==> src/rtl/spi_exchange_sequencer_if.sv <==
// Interface bundle for spi_exchange_sequencer: NITTA/SPI event inputs and buffer-control/status outputs.
interface spi_exchange_sequencer_if #(
  parameter int unsigned BCNT_WIDTH = 6
);
  logic                  signal_cycle;
  logic                  signal_wr;
  logic                  cs;
  logic                  spi_ready;
  logic                  buf_rst;
  logic                  copy_rd;
  logic                  copy_wr;
  logic                  flag_start;
  logic                  flag_stop;
  logic [BCNT_WIDTH-1:0] frame_bytes;
  logic                  busy;
  logic                  err_overrun;
  logic                  err_timeout;

  modport slave (
    input  signal_cycle, signal_wr, cs, spi_ready,
    output buf_rst, copy_rd, copy_wr, flag_start, flag_stop, frame_bytes,
           busy, err_overrun, err_timeout
  );

  modport master (
    output signal_cycle, signal_wr, cs, spi_ready,
    input  buf_rst, copy_rd, copy_wr, flag_start, flag_stop, frame_bytes,
           busy, err_overrun, err_timeout
  );
endinterface

==> src/rtl/spi_exchange_sequencer.sv <==
// Sequences the SPI PU buffer set: frames transactions on cs, counts bytes, copies transfer-in words to the send buffer.
// Optional idle-sclk timeout is enabled by defining SPI_SEQ_TIMEOUT_EN.
module spi_exchange_sequencer #(
  parameter int unsigned DATA_WIDTH     = 32,
  parameter int unsigned SPI_DATA_WIDTH = 8,
  parameter int unsigned BUF_SIZE       = 6,
  parameter int unsigned CNT_WIDTH      = 4,
  parameter int unsigned BCNT_WIDTH     = 6
`ifdef SPI_SEQ_TIMEOUT_EN
  , parameter int unsigned TIMEOUT      = 1024
`endif
) (
  input logic                     clk,
  input logic                     rst,
  spi_exchange_sequencer_if.slave bus
);

  localparam logic [CNT_WIDTH-1:0]  WORDS_MAX = CNT_WIDTH'(BUF_SIZE);
  localparam logic [BCNT_WIDTH-1:0] BYTES_MAX =
    BCNT_WIDTH'(BUF_SIZE * (DATA_WIDTH / SPI_DATA_WIDTH));

  typedef enum logic [1:0] {IDLE, ARMED, ACTIVE, COPY} state_t;

  state_t                state, state_d;
  logic [CNT_WIDTH-1:0]  wr_cnt, wr_cnt_d;
  logic [CNT_WIDTH-1:0]  copy_n, copy_n_d;
  logic [CNT_WIDTH-1:0]  copy_idx, copy_idx_d;
  logic [BCNT_WIDTH-1:0] byte_cnt, byte_cnt_d, byte_next;
  logic [BCNT_WIDTH-1:0] frame_bytes, frame_bytes_d;
  logic                  byte_sat;
  logic                  buf_rst;
  logic                  copy_rd, copy_rd_d;
  logic                  copy_wr;
  logic                  flag_start, flag_start_d;
  logic                  flag_stop, flag_stop_d;
  logic                  err_overrun, err_overrun_d;
  logic                  err_timeout;
  logic                  restart, restart_d;
  logic                  hold;
  logic                  timeout_hit;

`ifdef SPI_SEQ_TIMEOUT_EN
  localparam int unsigned IDLE_W = $clog2(TIMEOUT + 1);

  logic [IDLE_W-1:0] idle_cnt;

  assign timeout_hit = (state == ACTIVE) && !bus.cs && !bus.spi_ready &&
                       (idle_cnt == IDLE_W'(TIMEOUT - 1));

  // hold keeps a timed-out master from restarting until it releases cs
  always_ff @(posedge clk or posedge rst) begin
    if (rst) begin
      idle_cnt    <= '0;
      hold        <= 1'b0;
      err_timeout <= 1'b0;
    end else begin
      if (state != ACTIVE || bus.spi_ready) idle_cnt <= '0;
      else                                   idle_cnt <= idle_cnt + 1'b1;
      if (timeout_hit) begin
        hold        <= 1'b1;
        err_timeout <= 1'b1;
      end else if (bus.cs) begin
        hold <= 1'b0;
      end
    end
  end
`else
  assign timeout_hit = 1'b0;
  assign hold        = 1'b0;
  assign err_timeout = 1'b0;
`endif

  always_comb begin
    state_d       = state;
    wr_cnt_d      = wr_cnt;
    copy_n_d      = copy_n;
    copy_idx_d    = copy_idx;
    byte_cnt_d    = byte_cnt;
    frame_bytes_d = frame_bytes;
    copy_rd_d     = 1'b0;
    flag_start_d  = 1'b0;
    flag_stop_d   = 1'b0;
    err_overrun_d = err_overrun;
    restart_d     = restart;
    byte_sat      = (byte_cnt == BYTES_MAX);
    byte_next     = (bus.spi_ready && !byte_sat) ? byte_cnt + 1'b1 : byte_cnt;

    if (bus.signal_cycle) begin
      wr_cnt_d = '0;
    end else if (bus.signal_wr) begin
      if (wr_cnt == WORDS_MAX) err_overrun_d = 1'b1;
      else                     wr_cnt_d      = wr_cnt + 1'b1;
    end

    unique case (state)
      IDLE: begin
        if (bus.cs) state_d = ARMED;
      end
      ARMED: begin
        if (!bus.cs && !hold) begin
          state_d      = ACTIVE;
          flag_start_d = 1'b1;
          byte_cnt_d   = '0;
        end
      end
      ACTIVE: begin
        if (bus.spi_ready && byte_sat) err_overrun_d = 1'b1;
        byte_cnt_d = byte_next;
        if (bus.cs || timeout_hit) begin
          frame_bytes_d = byte_next;
          flag_stop_d   = 1'b1;
          state_d       = COPY;
          copy_n_d      = wr_cnt;
          copy_idx_d    = '0;
          restart_d     = 1'b0;
        end
      end
      COPY: begin
        // a new frame during the copy is remembered and started once the copy drains
        if (!bus.cs && !hold) begin
          err_overrun_d = 1'b1;
          restart_d     = 1'b1;
        end
        if (bus.signal_cycle) begin
          state_d       = ARMED;
          err_overrun_d = 1'b1;
          restart_d     = 1'b0;
        end else if (copy_idx != copy_n) begin
          copy_rd_d  = 1'b1;
          copy_idx_d = copy_idx + 1'b1;
        end else if (restart || (!bus.cs && !hold)) begin
          state_d      = ACTIVE;
          flag_start_d = 1'b1;
          byte_cnt_d   = '0;
          restart_d    = 1'b0;
        end else begin
          state_d = ARMED;
        end
      end
      default: state_d = IDLE;
    endcase
  end

  always_ff @(posedge clk or posedge rst) begin
    if (rst) begin
      state       <= IDLE;
      buf_rst     <= 1'b1;
      wr_cnt      <= '0;
      copy_n      <= '0;
      copy_idx    <= '0;
      byte_cnt    <= '0;
      frame_bytes <= '0;
      copy_rd     <= 1'b0;
      copy_wr     <= 1'b0;
      flag_start  <= 1'b0;
      flag_stop   <= 1'b0;
      err_overrun <= 1'b0;
      restart     <= 1'b0;
    end else begin
      state       <= state_d;
      buf_rst     <= bus.signal_cycle;
      wr_cnt      <= wr_cnt_d;
      copy_n      <= copy_n_d;
      copy_idx    <= copy_idx_d;
      byte_cnt    <= byte_cnt_d;
      frame_bytes <= frame_bytes_d;
      copy_rd     <= copy_rd_d;
      copy_wr     <= copy_rd;
      flag_start  <= flag_start_d;
      flag_stop   <= flag_stop_d;
      err_overrun <= err_overrun_d;
      restart     <= restart_d;
    end
  end

  assign bus.buf_rst     = buf_rst;
  assign bus.copy_rd     = copy_rd;
  assign bus.copy_wr     = copy_wr;
  assign bus.flag_start  = flag_start;
  assign bus.flag_stop   = flag_stop;
  assign bus.frame_bytes = frame_bytes;
  assign bus.busy        = (state == ACTIVE) || (state == COPY);
  assign bus.err_overrun = err_overrun;
  assign bus.err_timeout = err_timeout;

endmodule

==> src/flat_wrapper.sv <==
// flat-port wrapper written by rule: the top's interface ports become plain ports
module spi_exchange_sequencer_flat 
#(
  parameter int unsigned DATA_WIDTH     = 32,
  parameter int unsigned SPI_DATA_WIDTH = 8,
  parameter int unsigned BUF_SIZE       = 6,
  parameter int unsigned CNT_WIDTH      = 4,
  parameter int unsigned BCNT_WIDTH     = 6

)
  (clk, rst, bus_signal_cycle, bus_signal_wr, bus_cs, bus_spi_ready, bus_buf_rst, bus_copy_rd, bus_copy_wr, bus_flag_start, bus_flag_stop, bus_frame_bytes, bus_busy, bus_err_overrun, bus_err_timeout);
  spi_exchange_sequencer_if #(.BCNT_WIDTH(BCNT_WIDTH)) bus_i ();
  input logic clk;
  input logic rst;
  input wire logic [$bits(bus_i.signal_cycle)-1:0] bus_signal_cycle;
  input wire logic [$bits(bus_i.signal_wr)-1:0] bus_signal_wr;
  input wire logic [$bits(bus_i.cs)-1:0] bus_cs;
  input wire logic [$bits(bus_i.spi_ready)-1:0] bus_spi_ready;
  output wire logic [$bits(bus_i.buf_rst)-1:0] bus_buf_rst;
  output wire logic [$bits(bus_i.copy_rd)-1:0] bus_copy_rd;
  output wire logic [$bits(bus_i.copy_wr)-1:0] bus_copy_wr;
  output wire logic [$bits(bus_i.flag_start)-1:0] bus_flag_start;
  output wire logic [$bits(bus_i.flag_stop)-1:0] bus_flag_stop;
  output wire logic [$bits(bus_i.frame_bytes)-1:0] bus_frame_bytes;
  output wire logic [$bits(bus_i.busy)-1:0] bus_busy;
  output wire logic [$bits(bus_i.err_overrun)-1:0] bus_err_overrun;
  output wire logic [$bits(bus_i.err_timeout)-1:0] bus_err_timeout;
  assign bus_i.signal_cycle = bus_signal_cycle;
  assign bus_i.signal_wr = bus_signal_wr;
  assign bus_i.cs = bus_cs;
  assign bus_i.spi_ready = bus_spi_ready;
  assign bus_buf_rst = bus_i.buf_rst;
  assign bus_copy_rd = bus_i.copy_rd;
  assign bus_copy_wr = bus_i.copy_wr;
  assign bus_flag_start = bus_i.flag_start;
  assign bus_flag_stop = bus_i.flag_stop;
  assign bus_frame_bytes = bus_i.frame_bytes;
  assign bus_busy = bus_i.busy;
  assign bus_err_overrun = bus_i.err_overrun;
  assign bus_err_timeout = bus_i.err_timeout;
  spi_exchange_sequencer #(.DATA_WIDTH(DATA_WIDTH), .SPI_DATA_WIDTH(SPI_DATA_WIDTH), .BUF_SIZE(BUF_SIZE), .CNT_WIDTH(CNT_WIDTH), .BCNT_WIDTH(BCNT_WIDTH)) u_core (.clk(clk), .rst(rst), .bus(bus_i));
endmodule
==> config.mk <==
export PLATFORM = sky130hd
export DESIGN_NAME = spi_exchange_sequencer_flat
export DESIGN_NICKNAME = d
export VERILOG_FILES = /design/src/rtl/spi_exchange_sequencer_if.sv /design/src/rtl/spi_exchange_sequencer.sv /design/src/flat_wrapper.sv
export SDC_FILE = /design/constraint.sdc
export NUM_CORES = 1
export LEC_CHECK = 0
export ABC_CLOCK_PERIOD_IN_PS = 1500
export BUFFER_PORTS_ARGS = -buffer_cell sky130_fd_sc_hd__buf_2
export CAP_MARGIN = 20
export CORE_MARGIN = 5
export CORE_UTILIZATION = 51
export DETAILED_ROUTE_END_ITERATION = 16
export PLACE_DENSITY = 0.74
export SETUP_SLACK_MARGIN = 0.02
export SLEW_MARGIN = 20
export SYNTH_ARGS = -nofsm -noshare
export SYNTH_HDL_FRONTEND = slang
export SYNTH_SLANG_ARGS = --single-unit
==> constraint.sdc <==
create_clock -name clk -period 1.5 [get_ports clk]
set_input_delay 0.15 -clock clk [delete_from_list [all_inputs] [get_ports clk]]
set_output_delay 0.15 -clock clk [all_outputs]
set_load 0.1 [all_outputs]
-- Word level (Yosys, flattened, before mapping)
Cells that the tools add are included.
- add/sub/neg operators: 3
- equal/unequal tests: 15
- multiplexer cells: 43
- reduce and logical (&&, ||, !) cells: 16
- operator list (operator ; number):
    $mux W6 ; 5
    $mux W4 ; 6
    $mux W1 ; 20
    $pmux W6 S3 ; 1
    $mux W2 ; 6
    $ne A2 B2 Y1 const B ; 6
    $add A4 B1 Y4 const B ; 2
    $pmux W2 S4 ; 1
    $pmux W4 S2 ; 1
    $reduce_and A4 Y1 ; 2
    $add A6 B1 Y6 const B ; 1
    $eq A6 B5 Y1 const B ; 1
    $pmux W1 S2 ; 3
    $reduce_and A2 Y1 ; 3
    $reduce_and A5 Y1 ; 1
    $eq A2 B2 Y1 const B ; 2
    $eq A4 B3 Y1 const B ; 1
    $ne A2 B1 Y1 const B ; 2
    $ne A4 B4 Y1 ; 1
    $reduce_bool A2 Y1 ; 2
    $ne A3 B3 Y1 const B ; 1
    $reduce_bool A3 Y1 ; 1
    $eq A2 B1 Y1 const B ; 1
    $logic_and A1 B1 Y1 ; 2
    other kinds (3) ; 5
- bits in registers: 33
- input port bits: 6
- logic and storage cells: 90

-- Longest topological paths before layout
Gate-level depths: netlist (run 1).
- word-level depth: 7
- gate-level depth with buffers: 6
- depth with buffers taken out: 6

-- Worst setup path before layout (run 1)
No wires, ideal clock.
- kind: reg-to-output
- start point: register u_core.state[1]
- end point: output bus_busy
- arrival: 1.485 ns
- data required time: 1.350 ns
- path slack: -0.135 ns
- cell stages (with the launch flop): 3
- path buffers: 2
- cell sequence: dfrtp_1 > clkbuf_1 > clkbuf_1
- longest elaborated chain between the ends: 2
- elaborated cells between the ends (all ways): 3
- those cells by class: eq/ne: 2; reduce/logical: 1
- RTL lines (item ; line ; source):
    start, declared ; spi_exchange_sequencer.sv:24 ; state_t state, state_d;
    start signal, assigned ; spi_exchange_sequencer.sv:160 ; state <= state_d;
    $eq A2 B2 Y1 ; spi_exchange_sequencer.sv:182 ; assign bus.busy = (state == ACTIVE) || (state == COPY);
    $logic_or A1 B1 Y1 * ; spi_exchange_sequencer.sv:182 ;
    end, declared ; flat_wrapper.sv:25 ; output wire logic [$bits(bus_i.busy)-1:0] bus_busy;
Every way passes the cells marked *; elsewhere a longest branch is shown, timed or not.

-- Worst setup path in the final report (run 1)
- start point: register u_core.copy_n[0]
- end point: register u_core.copy_idx[1]
- longest elaborated chain between the ends: 3
- RTL lines (item ; line ; source):
    start, declared ; spi_exchange_sequencer.sv:26 ; logic [CNT_WIDTH-1:0] copy_n, copy_n_d;
    start signal, assigned ; spi_exchange_sequencer.sv:163 ; copy_n <= copy_n_d;
    $ne A4 B4 Y1 ; spi_exchange_sequencer.sv:128 ; end else if (copy_idx != copy_n) begin
    $ne A2 B1 Y1 (no source line) ; - ;
    $reduce_and A4 Y1 (no source line) ; - ;
    end signal, assigned ; spi_exchange_sequencer.sv:164 ; copy_idx <= copy_idx_d;
    end, declared ; spi_exchange_sequencer.sv:27 ; logic [CNT_WIDTH-1:0] copy_idx, copy_idx_d;
No other way between the ends.
A chain may end at the register's enable or synchronous reset.

==> reports/results.tsv, run 1 <==
metric	value	unit
outcome	complete, but fails checks	
failing checks	setup timing	
routing usage on met3	0.0566	
Worst Skew	0.0148	ns
most frequent cells in the layout	32 x dfrtp_1, 29 x nand2_1, 26 x buf_4, 16 x buf_2, 9 x nor2_1	
pwr dens	1950	nW/um2
initial antenna violation count	0	
CTS tree	yes	
crit start category	register	
post-synth top area share	0.477	
fin crit share	1.11	
Leak	1.03	nW
port buffer count	18	
layout cell share with drive strength beyond 1	0.341	
reg2reg end	u_core.copy_idx[1]$_DFFE_PP0P_	
DP Area	1940	um2
crit path DAT	1.88	ns
Peak VDD IR	0.00107	V
Die H	67.4	um
Worst EP required	1.71	ns
H-tree depth	2	
max incr delay on CP	0.42	ns
Synth warnings	0	
met1 usage	0.239	
CP endpoint kind	register	
IO Pins	20	
R2R depth	7	
Crit path top cell by count	buf_4	
post-synthesis compound-gate area fraction	0.147	
placement row count	20	
Avg Inst Size Synth	9.66	um2
synthesized cell area	1680	um2
Vias	1359	
die span in x	67.4	um
Yosys reg bits	33	
Worst-Skew Late Latency	0.33	ns
library cells used by synthesis	36	
GRT Total Usage	0.178	
post-DP HPWL	2.57	mm
GR Layer Usage met2	0.274	
crit path from	u_core.copy_n[0]$_DFFE_PP0P_	
drt first pass iters	4	
final hold vios	0	
Crit-path slowest cell	dfrtp_1	
mux share of post-synthesis cell area	0.0119	
post-synthesis sequential area ratio	0.492	
fin nets	227	
maximum clock path buffer count	2	
Final Setup Violations	14	
number of global-route vias before repair	1278	
vias per inst	5.21	
most common cell after layout, fill and taps aside	dfrtp_1	
simple-gate share of the synthesized area	0.200	
CP Class	register to register	
root buffer cell	clkbuf_4	
cts bufs inserted	5	
core footprint	3100	um2
Routed Antenna Nets	0	
Routed WL	3.50	mm
synthesis-to-layout area growth	25.7	%
remaining routing DRC violations	0	
diode count	0	
main combinational cell family by area after synthesis	simple AND/OR/NAND/NOR gates	
R2R setup slack	-0.17	ns
final design utilization	0.681	
RePlAce Congestion	0.832	
HP Class	input port to register	
crit-path cells	xor2_2 > buf_4 > o41ai_4 > inv_1 > buf_4 > nand2_1 > a21oi_1	
cell taking the most area after synthesis	dfrtp_1	
adder-cell share of the synthesized area	0.0372	
cell area after layout	2110	um2
syn nets	185	
Worst Path Max Fanout	3	
initial DRC count	56	
die area	4540	um2
CP Capture Point	u_core.copy_idx[1]$_DFFE_PP0P_	
slack of the critical path	-0.167	ns
post-DR wirelength/cell	13.4	um
RSZ-0062 raised after global routing	true	
post-route minimum period	1.67	ns
GRT Max-Usage Layer	met2	
Clk pin slew, worst setup/hold paths	0.10	ns
largest cells by area after synthesis	dfrtp_1 48%, nand2_1 6.9%, ha_1 3.7%, o41ai_4 3.3%, xor2_1 3.1%	
Remaining Overflow, GRT	0	
Synth Instances	174	
fmax	600	MHz
max-slew violations	0	
Initial Utilization	0.542	
first-pass GRT wire length	5.98	mm
largest net degree at the start of global routing	34	
clk sinks	33	
MaxCap Viol Count	0	
worst reg2reg path startpoint	u_core.copy_n[0]$_DFFE_PP0P_	
Post-Synth XOR/XNOR Area	0.0573	
[metrics by stage]
stage | hold WS [ns] | power [W] | setup slack, ns | TNS (ns) | cells
2_1_floorplan | 0.154 | 0.00299 | -0.0569 | -0.274 | 174
5_1_grt | 0.0564 | 0.00438 | -0.228 | -2.83 | 261
3_3_place_gp | 0.253 | 0.00343 | -0.105 | -0.567 | 246
4_1_cts | 0.0632 | 0.00406 | -0.152 | -1.52 | 258
6_report | 0.0894 | 0.00413 | -0.167 | -1.69 | 261
3_5_place_dp | 0.275 | 0.00348 | -0.139 | -0.864 | 246
[logic make-up (layout without fill, tap and decap cells)]
group                    count (synthesis)  count (layout)
AND/OR/NAND/NOR                         69              69
other                                    1               1
AO/OA/AOI/OAI                           32              32
adder cells (fa/ha/maj)                  5               5
flip-flops                              33              33
XOR/XNOR                                11              11
buffers and inverters                   21              64
multiplexers                             2               2
[flip-flops by register name (all words and copies together), names as in the netlist]
signal	flops
u_core.bus.flag_stop	1
u_core.byte_cnt	6
u_core.bus.err_overrun	1
u_core.copy_n	4
u_core.bus.buf_rst	1
u_core.restart	1
u_core.bus.copy_wr	1
u_core.copy_idx	4
u_core.state	2
u_core.bus.flag_start	1
u_core.bus.frame_bytes	6
u_core.bus.copy_rd	1
u_core.wr_cnt	4
[timing repair]
item	4_1_cts	5_1_grt
pin swaps	6	5
setup buffers	3	3
resized for setup	5	15
endpoints found under the setup margin	14	25
endpoints found under the hold margin	32	0
hold buffers	1	0
[routing by layer]
metal	wire [um]	up-vias
met5	0	-
met4	29	0
met3	136	4
met2	1690	18
met1	1640	660
li1	-	677
[area by class of cell]
cell class / count / area, um2
clock inverters: 2 / 10.0
multi-input cells: 120 / 841
fillers: 252 / 991
flip-flops and latches: 33 / 827
inverters: 12 / 45.0
repair buffers: 44 / 293
clock buffers: 6 / 41.3
well taps: 44 / 55.1
[worst max-delay path, delay by kind of cell, from the launching register on]
family	cells	cell delay, ns
AO/OA/AOI/OAI	2	0.45
AND/OR/NAND/NOR	1	0.06
XOR/XNOR	1	0.18
buffers and inverters	3	0.42
flip-flops	1	0.42
[synthesized netlist by cell type]
master,count
mux2i_1,2
o211ai_1,6
o41ai_4,2
buf_2,3
xor2_1,6
o22ai_1,2
o21ai_4,1
clkbuf_2,1
nand2b_1,2
nand3b_1,3
inv_1,11
nor4_1,1
or4_4,1
buf_4,1
dfrtp_1,32
nand2_1,31
inv_2,1
o221ai_2,1
o21ai_0,9
nor2b_1,1
nand4_1,2
nor3b_1,1
nand3_1,9
conb_1,1
and4_1,1
or2_2,1
clkbuf_1,4
nor2_1,9
a31oi_1,3
and3_1,1
and3b_1,1
ha_1,5
or3_1,5
xnor2_1,5
a21oi_1,8
dfstp_2,1
[how the worst min path moves through the flow]
stage	from	endpoint	slack, ns	cells past startpoint
4_1_cts	bus_signal_cycle	u_core.bus.buf_rst$_DFF_PP1_	0.06	2
3_5_place_dp	rst	u_core.bus.frame_bytes[1]$_DFFE_PP0P_	0.28	3
2_1_floorplan	bus_signal_cycle	u_core.bus.buf_rst$_DFF_PP1_	0.15	0
3_3_place_gp	rst	u_core.bus.frame_bytes[0]$_DFFE_PP0P_	0.25	3
6_report	bus_signal_cycle	u_core.bus.buf_rst$_DFF_PP1_	0.09	2
5_1_grt	bus_signal_cycle	u_core.bus.buf_rst$_DFF_PP1_	0.06	2
[power by group]
| group | internal (W) | leakage, nW | total, W | switching, W |
|---|---|---|---|---|
| combinational | 0.000700 | 0.564 | 0.00233 | 0.00163 |
| sequential | 0.00113 | 0.434 | 0.00133 | 0.000194 |
| clock | 0.000178 | 0.0320 | 0.000472 | 0.000294 |
Power figures use the tool's default switching activity.
==> run 2: changes to the inputs <==
Settings changed: ABC_AREA set to 1, CORE_UTILIZATION 51 to 52, PLACE_DENSITY 0.74 to 0.75.
==> run 2 against run 1 <==
The flow now finishes without violations. Clock skew is 0.0074 ns lower. Combinational power is 2% lower. Routed wire length is 1.8% lower. Setup slack better by 0.25 ns. Highest routed layer unchanged.
==> reports/results.tsv, run 2 <==
metric	value	unit	change
Setup TNS	0	ns	was -1.69 ns
Seq pwr share	0.334		was 0.322
initial DRC count	118		was 56
Yosys reg bits	33		unchanged
number of global-route vias before repair	1367		was 1278
layout cell share with drive strength beyond 1	0.220		was 0.341
Net Switching	0.00226	W	was 0.00212 W
Clk pin slew, worst setup/hold paths	0.09	ns	was 0.10 ns
post-route minimum period	1.42	ns	was 1.67 ns
top_reg_cell synth	dfrtp_1		unchanged
post-synthesis sequential area ratio	0.467		was 0.492
clock power share	0.121		was 0.114
max incr delay on CP	0.53	ns	was 0.42 ns
Crit-path slowest cell	dfstp_2		was dfrtp_1
CTS tree	yes		unchanged
initial antenna violation count	0		unchanged
CP Class	register to output port		was register to register
Remaining Overflow, GRT	0		unchanged
Routed WL	3.44	mm	was 3.50 mm
die span in x	68.3	um	was 67.4 um
cell taking the most area after synthesis	dfrtp_1		unchanged
largest cells by area after synthesis	dfrtp_1 45%, nand2_1 14%, inv_1 5.1%, nand3_1 4.2%, ha_1 3.5%		was dfrtp_1 48%, nand2_1 6.9%, ha_1 3.7%, o41ai_4 3.3%, xor2_1 3.1%
final design utilization	0.599		was 0.681
core footprint	3310	um2	was 3100 um2
fin nets	252		was 227
Initial Utilization	0.534		was 0.542
worst hold margin	0.152	ns	was 0.0894 ns
clk sinks	33		unchanged
Gate power share	0.544		was 0.564
sw frac	0.541		was 0.513
vias per inst	4.90		was 5.21
post-DP HPWL	2.48	mm	was 2.57 mm
fmax	706	MHz	was 600 MHz
die area	4670	um2	was 4540 um2
synthesized cell area	1770	um2	was 1680 um2
HP Class	input port to register		unchanged
wire length on met3	178	um	was 136 um
fin crit share	0.944		was 1.11
met2 wire len	1.55	mm	was 1.69 mm
most common cell after layout, fill and taps aside	nand2_1		was dfrtp_1
Post-Place Cells	277		was 246
Top Registers	u_core.bus.frame_bytes: 6 flops, u_core.byte_cnt: 6 flops		unchanged
wl on met1	1.67	mm	was 1.64 mm
max-slew violations	0		unchanged
library cells used by synthesis	31		was 36
Synth warnings	0		unchanged
Final Setup Violations	0		was 14
cts bufs inserted	5		unchanged
top-count cell post-synth	nand2_1		was dfrtp_1
CP endpoint kind	output port		was register
maximum clock path buffer count	2		unchanged
Worst-Skew Late Latency	0.33	ns	about the same
RSZ-0062 raised after global routing	false		was true
port buffer count	18		unchanged
Vias	1406		was 1359
Worst Path Buf+Inv	1		was 3
Worst Skew	0.00746	ns	was 0.0148 ns
pwr dens	2110	nW/um2	was 1950 nW/um2
most instantiated cells after synthesis	65 x nand2_1, 32 x dfrtp_1, 24 x inv_1		was 32 x dfrtp_1, 31 x nand2_1, 11 x inv_1
post-DR wirelength/cell	12.0	um	was 13.4 um
Leak	1.03	nW	about the same
Avg Inst Size Synth	8.19	um2	was 9.66 um2
remaining routing DRC violations	0		unchanged
IO Pins	20		unchanged
most frequent cells in the layout	65 x nand2_1, 32 x dfrtp_1, 23 x inv_1, 17 x buf_2, 14 x nand3_1		was 32 x dfrtp_1, 29 x nand2_1, 26 x buf_4, 16 x buf_2, 9 x nor2_1
P_int	0.00192	W	was 0.00201 W
fraction of registers with async set/reset	1.00		unchanged
crit start category	register		unchanged
Routed Antenna Nets	0		unchanged
Worst EP required	1.35	ns	was 1.71 ns
H-tree depth	2		unchanged
Die H	68.3	um	was 67.4 um
Synth Instances	216		was 174
placement row count	21		was 20
multi-input logic area	790	um2	was 841 um2
syn nets	227		was 185
RePlAce Congestion	0.884		was 0.832
GRT Total Usage	0.178		about the same
Post-synth EDFFs	0		unchanged
Worst Path Max Fanout	1		was 3
uppermost routed layer	met4		unchanged
crit-path cells	buf_2		was xor2_2 > buf_4 > o41ai_4 > inv_1 > buf_4 > nand2_1 > a21oi_1
drt first pass iters	4		unchanged
first-pass GRT wire length	6.04	mm	was 5.98 mm
synthesis-to-layout area growth	12.2	%	was 25.7%
crit path DAT	1.27	ns	was 1.88 ns
outcome	finished, final reports clean		was complete, but fails checks
FF+latch area	827	um2	unchanged
final hold vios	0		unchanged
CP delay by family, top	flip-flops		was compound AO/OA/AOI/OAI gates
Peak VDD IR	0.00109	V	was 0.00107 V
post-synth top area share	0.453		was 0.477
Non-Filler Instances	287		was 261
MaxCap Viol Count	0		unchanged
largest net degree at the start of global routing	34		unchanged
Fillers	314		was 252
root buffer cell	clkbuf_4		unchanged
diode count	0		unchanged
run 2: cell type report:
cell class | instances | area share
timing repair buffer | 24 | 0.0719
clock buffer | 7 | 0.0277
sequential | 33 | 0.417
tap | 46 | 0.0290
inverter | 30 | 0.0567
multi-input combinational | 147 | 0.398
run 2: power groups by stage:
stage          clock network [W]  logic [W]  registers, W
6_report                0.000507    0.00228       0.00140
5_1_grt                 0.000574    0.00249       0.00144
4_1_cts                 0.000522    0.00227       0.00139
3_5_place_dp                   0    0.00227       0.00141
3_3_place_gp                   0    0.00224       0.00141
2_1_floorplan                  0    0.00120       0.00213
run 2: timing repair:
| action | 4_1_cts | 5_1_grt |
|---|---|---|
| resized for setup | 0 | 5 |
| hold buffers | 2 | 0 |
| setup endpoints to repair | 0 | 10 |
| setup buffers | 0 | 0 |
| hold endpoints to repair | 33 | 0 |
run 2: metal layers:
layer / up-vias / GRT usage
met5: - / 0
met1: 639 / 0.242
met2: 30 / 0.270
met3: 6 / 0.0575
met4: 0 / 0.0521
li1: 731 / -
run 2: worst min-delay path, cell delays in order:
cell and delay [ns]:
buf_2 0.09, nand2_1 0.06, nand2_1 0.07, o21ai_0 0.07
run 2: final timing paths:
check / startpoint / to / slack, ns / cells past startpoint
worst max-delay path: u_core.bus.buf_rst$_DFF_PP1_ / bus_buf_rst / 0.08 / 1
worst min-delay path: bus_signal_wr / u_core.wr_cnt[0]$_DFFE_PP0P_ / 0.15 / 4
worst max register to register: u_core.byte_cnt[0]$_DFFE_PP0P_ / u_core.bus.frame_bytes[5]$_DFFE_PP0P_ / 0.12 / 9
worst min register to register: u_core.bus.copy_rd$_DFF_PP0_ / u_core.bus.copy_wr$_DFF_PP0_ / 0.38 / 0
max in group asynchronous: rst / u_core.bus.buf_rst$_DFF_PP1_ / 0.71 / 4
min in group asynchronous: rst / u_core.bus.frame_bytes[3]$_DFFE_PP0P_ / 0.44 / 4
run 2: cells by family (layout without fill, tap and decap cells):
group           after synthesis  count (layout)  share of synthesized area
compound gates               30              30                     0.0990
xor+xnor                      5               5                     0.0248
fa+ha+maj                     5               5                     0.0354
buf+inv                      37              61                     0.0983
flops                        33              33                      0.467
other cells                   1               1                    0.00212
simple gates                105             106                      0.273
run 2: metrics by stage:
| step | total power (W) | setup slack, ns | instance area [um2] |
|---|---|---|---|
| after global placement | 0.00365 | 0.130 | 1890 |
| after detailed placement | 0.00368 | 0.0766 | 1890 |
| after CTS | 0.00419 | 0.0573 | 1960 |
| final | 0.00418 | 0.0837 | 1980 |
| after global routing | 0.00450 | 0.0115 | 1980 |
| after floorplan | 0.00333 | 0.0709 | 1770 |
==> run 3: changes to the inputs <==
Settings changed: CORE_ASPECT_RATIO set to 0.7, CORE_MARGIN 5 to 2.
==> run 3 against run 2 <==
Core utilization up 2.6 points. Clock skew down 0.0012 ns. Cell count is 2.1% lower. Fmax is 3.5% higher. Sequential share of layout area is 0.26 points lower. First-iteration DRC count is 42% higher. Routed wire length about the same. Critical path type is now register to register.
==> reports/results.tsv, run 3 (synthesis gave the netlist of run 2 again) <==
metric	value	unit	change
crit path from	u_core.byte_cnt[0]$_DFFE_PP0P_		was u_core.bus.buf_rst$_DFF_PP1_
IO Pins	20		unchanged
CP Class	register to register		was register to output port
Initial Utilization	0.555		was 0.534
Fillers	296		was 314
Worst EP required	1.70	ns	was 1.35 ns
wire length on met3	181	um	was 178 um
Routed WL	3.44	mm	about the same
worst hold margin	0.0291	ns	was 0.152 ns
Top Registers	u_core.bus.frame_bytes: 6 flops, u_core.byte_cnt: 6 flops		unchanged
R2R setup slack	0.13	ns	was 0.12 ns
crit path DAT	1.57	ns	was 1.27 ns
CP Depth	8		was 1
Worst Path Buf+Inv	1		unchanged
drt first pass iters	4		unchanged
Crit-path slowest cell	dfrtp_1		was dfstp_2
worst reg2reg path startpoint	u_core.byte_cnt[0]$_DFFE_PP0P_		unchanged
crit start category	register		unchanged
max-slew violations	0		unchanged
Worst Skew	0.00626	ns	was 0.00746 ns
CTS tree	yes		unchanged
R2R depth	8		was 9
Crit path top cell by count	nor2_4		
wl on met1	1.81	mm	was 1.67 mm
Worst-Skew Late Latency	0.28	ns	was 0.33 ns
met2 wire len	1.44	mm	was 1.55 mm
vias per inst	5.06		was 4.90
remaining routing DRC violations	0		unchanged
H-tree depth	2		unchanged
final hold vios	0		unchanged
Worst Path Max Fanout	6		was 1
CP endpoint kind	register		was output port
placement row count	17		was 21
port buffer count	18		unchanged
CP Capture Point	u_core.bus.frame_bytes[3]$_DFFE_PP0P_		was bus_buf_rst
maximum clock path buffer count	2		unchanged
Remaining Overflow, GRT	0		unchanged
root buffer cell	clkbuf_8		was clkbuf_4
fmax	731	MHz	was 706 MHz
initial antenna violation count	0		unchanged
die span in x	73.7	um	was 68.3 um
diode count	0		unchanged
post-route minimum period	1.37	ns	was 1.42 ns
clk sinks	33		unchanged
multi-input logic area	785	um2	was 790 um2
CP delay by family, top	simple AND/OR/NAND/NOR gates		was flip-flops
RePlAce Congestion	0.870		was 0.884
core footprint	3190	um2	was 3310 um2
outcome	finished, final reports clean		unchanged
max incr delay on CP	0.38	ns	was 0.53 ns
Peak VDD IR	0.00131	V	was 0.00109 V
die area	3890	um2	was 4670 um2
uppermost routed layer	met4		unchanged
FF+latch area	827	um2	unchanged
cts bufs inserted	5		unchanged
first-pass GRT wire length	5.93	mm	was 6.04 mm
MaxCap Viol Count	0		unchanged
most frequent cells in the layout	65 x nand2_1, 32 x dfrtp_1, 23 x inv_1, 18 x buf_2, 14 x nand3_1		was 65 x nand2_1, 32 x dfrtp_1, 23 x inv_1, 17 x buf_2, 14 x nand3_1
Clk pin slew, worst setup/hold paths	0.06	ns	was 0.09 ns
initial DRC count	168		was 118
post-DR wirelength/cell	12.3	um	was 12.0 um
pwr dens	2160	nW/um2	was 2110 nW/um2
Vias	1422		was 1406
post-DP HPWL	2.44	mm	was 2.48 mm
largest net degree at the start of global routing	34		unchanged
Final Setup Violations	0		unchanged
Die H	52.8	um	was 68.3 um
fin crit share	0.912		was 0.944
most common cell after layout, fill and taps aside	nand2_1		unchanged
number of global-route vias before repair	1309		was 1367
HP Class	input port to register		unchanged
layout cell share with drive strength beyond 1	0.222		was 0.220
reg2reg end	u_core.bus.frame_bytes[3]$_DFFE_PP0P_		was u_core.bus.frame_bytes[5]$_DFFE_PP0P_
synthesis-to-layout area growth	12.9	%	was 12.2%
Leak	1.04	nW	was 1.03 nW
crit-path cells	inv_1 > ha_1 > nand3_2 > nor2_4 > nor2_4 > nand2_1 > o21ai_0 > o21ai_1		was buf_2
fin nets	253		was 252
Setup TNS	0	ns	unchanged
GRT Total Usage	0.205		was 0.178
Routed Antenna Nets	0		unchanged
## run 3: metal layers
| layer | up-vias | GRT usage |
|---|---|---|
| met5 | - | 0 |
| met4 | 0 | 0.0515 |
| met3 | 2 | 0.0577 |
| met2 | 36 | 0.286 |
| met1 | 654 | 0.309 |
| li1 | 730 | - |
## run 3: final cells by class
cell class              count  share of cell area
clock buffers               8              0.0401
inverters                  30              0.0564
well taps                  38              0.0238
flip-flops and latches     33               0.414
repair buffers             25              0.0727
multi-input cells         147               0.393
## run 3: how the worst min path moves through the flow
stage / end / cells past startpoint / start / slack (ns)
4_1_cts: u_core.bus.buf_rst$_DFF_PP1_ / 1 / bus_signal_cycle / 0.02
5_1_grt: u_core.bus.buf_rst$_DFF_PP1_ / 1 / bus_signal_cycle / 0.02
3_3_place_gp: u_core.bus.copy_wr$_DFF_PP0_ / 3 / rst / 0.26
2_1_floorplan: u_core.bus.buf_rst$_DFF_PP1_ / 0 / bus_signal_cycle / 0.15
6_report: u_core.bus.buf_rst$_DFF_PP1_ / 1 / bus_signal_cycle / 0.03
3_5_place_dp: u_core.bus.copy_wr$_DFF_PP0_ / 3 / rst / 0.27
## run 3: power breakdown
part           internal, W  switching, W  total, W
registers          0.00116      0.000242   0.00141
clock network     0.000329      0.000300  0.000630
logic             0.000533       0.00174   0.00227
## run 3: stage by stage
stage	cell area (um2)	power [W]	util	instances	worst slack (ns)
after floorplan	1770	0.00333	-	216	0.0709
after global placement	1880	0.00365	0.588	269	0.125
after detailed placement	1880	0.00367	0.588	269	0.0778
after CTS	1970	0.00432	0.616	278	0.0692
after global routing	2000	0.00463	0.626	281	-0.00390
final	2000	0.00431	0.626	281	0.132
## run 3: repair_timing
action                                  4_1_cts  5_1_grt
endpoints found under the setup margin        0       12
resized for setup                             0        3
hold buffers                                  1        0
setup buffers                                 0        2
endpoints found under the hold margin        32        0
